`config.mk`:
```
export PLATFORM = sky130hd
export DESIGN_NAME = pc_fetch_sequencer
export DESIGN_NICKNAME = d
export VERILOG_FILES = /design/src/rtl/pc_fetch_sequencer.sv
export SDC_FILE = /design/constraint.sdc
export NUM_CORES = 1
export LEC_CHECK = 0
export BUFFER_PORTS_ARGS = -buffer_cell sky130_fd_sc_hd__buf_2
export CORE_ASPECT_RATIO = 1.1
export CORE_UTILIZATION = 53
export CTS_CLUSTER_DIAMETER = 100
export CTS_CLUSTER_SIZE = 25
export DETAILED_ROUTE_END_ITERATION = 16
export GPL_TIMING_DRIVEN = 0
export PLACE_DENSITY = 0.82
export SKIP_LAST_GASP = 1
export SLEW_MARGIN = 5
export SYNTH_ARGS = -nofsm -noshare
export SYNTH_HDL_FRONTEND = slang
export SYNTH_SLANG_ARGS = --single-unit
```
`constraint.sdc`:
```
create_clock -name clk -period 3.5 [get_ports clk]
set_input_delay 0.525 -clock clk [delete_from_list [all_inputs] [get_ports clk]]
set_output_delay 0.525 -clock clk [all_outputs]
set_load 0.02 [all_outputs]
```
`src/rtl/pc_fetch_sequencer.sv`:
```
// Fetch PC sequencer: IDLE/RUN/PAUSE control, stall/redirect priority, epoch tag.
// Optional misaligned-redirect trap enabled by PC_MISALIGN_TRAP_EN.
module pc_fetch_sequencer #(
   parameter int              XLEN         = 32,
   parameter logic [XLEN-1:0] RESET_VECTOR = '0,
   parameter int              PC_STEP      = 4,
   parameter int              STALL_W      = 6,
   parameter int              EPOCH_W      = 2
) (
   input  logic               clk,
   input  logic               reset,
   input  logic               go,
   input  logic [STALL_W-1:0] stall,
   input  logic               redirect_valid,
   input  logic [XLEN-1:0]    redirect_addr,
   input  logic               fetch_ready,
   output logic [XLEN-1:0]    pc,
   output logic               read_enable_cpu,
   output logic [EPOCH_W-1:0] epoch,
   output logic               redirect_flush
`ifdef PC_MISALIGN_TRAP_EN
   ,
   output logic               misalign_trap,
   output logic [XLEN-1:0]    misalign_addr
`endif
);

   typedef enum logic [1:0] {
      IDLE  = 2'd0,
      RUN   = 2'd1,
      PAUSE = 2'd2
   } state_t;

   state_t             state_q;
   state_t             state_d;
   logic [XLEN-1:0]    pc_d;
   logic [XLEN-1:0]    target;
   logic [EPOCH_W-1:0] epoch_d;
   logic               accept;
   logic               inc;
   logic               redir_take;
   logic               redir_bad;

   // Stall bits above bit 0 belong to later stages.
   logic unused_bits;
`ifdef PC_MISALIGN_TRAP_EN
   assign unused_bits = ^stall[STALL_W-1:1];
`else
   assign unused_bits = ^{stall[STALL_W-1:1], redirect_addr[1:0]};
`endif

   // Redirect qualification; misaligned targets trap or are word-aligned.
   always_comb begin
      redir_take = 1'b0;
      redir_bad  = 1'b0;
      target     = redirect_addr;
`ifdef PC_MISALIGN_TRAP_EN
      redir_bad  = redirect_valid && (redirect_addr[1:0] != 2'b00);
      redir_take = redirect_valid && !redir_bad;
`else
      redir_take = redirect_valid;
      target     = {redirect_addr[XLEN-1:2], 2'b00};
`endif
   end

   // Request accepted by imem; any redirect suppresses the increment.
   assign accept = (state_q == RUN) && read_enable_cpu &&
                   fetch_ready && !stall[0];
   assign inc    = accept && !redirect_valid;

   // State register.
   always_ff @(posedge clk or posedge reset) begin
      if (reset) state_q <= IDLE;
      else       state_q <= state_d;
   end

   // Next state and next pc/epoch: redirect > stall > increment.
   always_comb begin
      state_d = state_q;
      pc_d    = pc;
      epoch_d = epoch;
      unique case (state_q)
         IDLE:    if (go)  state_d = RUN;
         RUN:     if (!go) state_d = PAUSE;
         PAUSE:   if (go)  state_d = RUN;
         default: state_d = IDLE;
      endcase
      if (redir_bad) state_d = PAUSE;
      unique case (1'b1)
         redir_take: begin
            pc_d    = target;
            epoch_d = epoch + EPOCH_W'(1);
         end
         inc:        pc_d = pc + XLEN'(PC_STEP);
         default:    ;
      endcase
   end

   // Registered outputs.
   always_ff @(posedge clk or posedge reset) begin
      if (reset) begin
         pc              <= RESET_VECTOR;
         epoch           <= '0;
         read_enable_cpu <= 1'b0;
         redirect_flush  <= 1'b0;
      end else begin
         pc              <= pc_d;
         epoch           <= epoch_d;
         read_enable_cpu <= (state_d == RUN);
         redirect_flush  <= redir_take;
      end
   end

`ifdef PC_MISALIGN_TRAP_EN
   // Trap pulse and captured bad target.
   always_ff @(posedge clk or posedge reset) begin
      if (reset) begin
         misalign_trap <= 1'b0;
         misalign_addr <= '0;
      end else begin
         misalign_trap <= redir_bad;
         if (redir_bad) misalign_addr <= redirect_addr;
      end
   end
`endif

endmodule

```
==> out/qor.csv <==
metric,value,unit
kind of cell adding the most delay to the critical path,simple AND/OR/NAND/NOR gates,
"Clk pin slew, worst setup/hold paths",80,ps
VDD IR-drop max,288.7,µV
H-tree levels,2,
Rel. slew slack,0.4827,
worst skew pair latency,290,ps
DRC,0,
die width,63.27,µm
drt pass-1 iters,4,
first-pass GRT wire length,9.535,mm
All-Layer GR Usage,0.2796,
Post-DP HPWL,4.088,mm
crit path buf inv count,1,
unrepaired setup endpoints after global routing,no,
Multi-input gate area,0.001167,mm²
Mapped Cells,244,
"Setup Fix Bufs, Post-CTS",0,
initial core utilization,0.5521,
Non-Filler Instances,374,
"Setup violations, final",0,
setup clock skew after layout,7.395,ps
CTS Buf Count,5,
register area,900.9,µm²
cell area after layout,0.002693,mm²
fraction of layout cells with a size suffix above 1,0.2795,
P&R area growth vs syn,23.04,%
cell taking the most area after synthesis,dfrtp_1,
CP Cell Sequence,ha_1 > clkbuf_1 > nand4_1 > or4_1 > a31oi_1,
Nets,365,
met2 GRT Util,0.4456,
IO buf count,69,
Avg WL per Cell,15.52,µm
initial antenna violation count,0,
YS warnings,0,
Mapped Area,0.002188,mm²
Vias,2260,
internal power of the cells,0.7291,mW
CTS Sinks,36,
ys flop type,dfrtp_1,
Post-synth EDFFs,0,
CP max-delay cell,or4_1,
number of global-route vias before repair,2026,
post-synthesis async set-or-reset flop share,1.000,
register area share after synthesis,0.4117,
most frequent cells in the layout,"buf_2 (71), dfrtp_1 (36), or4_1 (24), nand2_1 (22), nor2_1 (19)",
post-layout util,0.6793,
DRT antenna net count,0,
startpoint types,flop,
row count,24,
Clock Power Share,0.282,
Gate power share,0.244,
Syn Area/Cell,8.969,µm²
Total Power,1.104,mW
top area cells in the synthesized netlist,"dfrtp_1 (41%), or4_1 (8.2%), a31oi_1 (4.9%)",
"Req. time, crit path",3710,ps
Die Area,0.004390,mm²
dpl cells,366,
Ports,79,
vias per std cell,6.043,
Hold WC Path Type,in2async,
total of max-cap violations,0,
Slew @ Worst Pin,774.8,ps
Placed Instance Area,0.002603,mm²
fin crit period,2080,ps
met1 Usage GRT,0.3780,
met3 usage,0.05428,
Post-CTS Resized,0,
most common library cell in the layout ignoring fill and taps,buf_2,
outcome,"finished, final reports clean",
net switching power,0.3748,mW
core area,0.003964,mm²
CTS tree,built,
# fillers,368,
"wirelength, routed",5.806,mm
WS Path Type,reg2reg,
arrival time of the worst setup path,2290,ps
Synth Register Bits,36,
"worst slack, placed",1290,ps
CTS Root Cell,clkbuf_8,
CP max stage delay,560,ps
# hold bufs at CTS,0,
final setup TNS,0,ps
f_max,0.4808,GHz
Unique masters post-synth,46,
pin count of the biggest net entering global routing,37,
Die H,69.40,µm
sw frac,0.3395,
total power divided by cell area,410.0,mW/mm²
GRT busiest layer,met2,
top-area cell type share of the netlist area,0.4117,
fin crit share,0.5942,
Final Hold Vio Count,0,
setup ws final,1420,ps
grt total ovfl,0,
Seq pwr share,0.475,
diode count,0,
final hold slack,372.6,ps
CP Max Fanout,9,
Initial DRC Count,154,
Final Slew Violations,0,
Leakage,1.110,nW
CP endpoint kind,flop,
Clock Tree Buf Depth,2,
GP Congestion,0.8653,
## synthesized netlist by cell type, types with 2 or more instances
master / number
nor2_1: 19
xnor2_1: 3
o21ai_0: 14
inv_1: 4
o31ai_1: 13
o41ai_1: 2
nor4_1: 2
a21boi_0: 2
nand3_1: 15
o21a_1: 2
a31oi_1: 17
xor2_1: 6
buf_4: 2
or3_1: 3
nand4_1: 13
a221oi_1: 2
and2_1: 2
nand2_1: 22
and3_1: 3
clkbuf_1: 9
dfrtp_1: 36
or4_1: 24
o211ai_1: 2
buf_2: 2
nor2b_1: 4
## worst paths after layout
check | startpoint | endpoint | slack [ps] | cells past startpoint
max reg2reg | pc[2] | pc[24] | 1420 | 5
max in group asynchronous | reset | read_enable_cpu | 2640 | 2
min | reset | pc[20] | 370 | 2
min in group clk | redirect_valid | redirect_flush | 390 | 1
max | pc[2] | pc[24] | 1420 | 5
min reg2reg | epoch[1] | epoch[1] | 480 | 1
## layer usage
layer,part of all wire,wire (µm)
met2,0.49,2856
met4,0.018,104
met3,0.063,364
met5,0,0
met1,0.43,2481
## layout make-up
class | count | area share
multi-input cells | 187 | 0.4336
inverters | 5 | 0.006970
plain buffers | 17 | 0.03903
repair buffers | 69 | 0.1283
well taps | 52 | 0.02416
flip-flops and latches | 36 | 0.3346
clock buffers | 8 | 0.03346
## registers in the layout, summed over array words and instances (netlist names)
register         cells
epoch                2
redirect_flush       1
read_enable_cpu      1
state_q              2
pc                  30
## power by group through the flow
stage                     Combinational, mW  Clock (mW)  Sequential [mW]
final                                 0.269       0.311            0.524
after floorplan                       0.120           0            0.575
after global placement                0.264           0            0.527
after detailed placement              0.270           0            0.530
after CTS                             0.271       0.315            0.522
after global routing                  0.296       0.329            0.531
## logic make-up (layout without fill, tap and decap cells)
| family | Yosys count | after routing | synth area share |
|---|---|---|---|
| DFF | 36 | 36 | 0.4117 |
| other | 1 | 2 | 0.001714 |
| AOI/OAI and AO/OA | 56 | 56 | 0.1681 |
| adders and majority gates | 1 | 1 | 0.005717 |
| buffers and inverters | 22 | 99 | 0.05660 |
| xor gates and xnor gates | 9 | 9 | 0.03602 |
| and+or+nand+nor | 117 | 117 | 0.3105 |
| muxes | 2 | 2 | 0.009720 |
## worst register-to-register path, cell delays in order (launching register included)
cell	delay (ps)
dfrtp_1	420
ha_1	170
clkbuf_1	300
nand4_1	380
or4_1	560
a31oi_1	180
(Power assumes the default switching activity.)
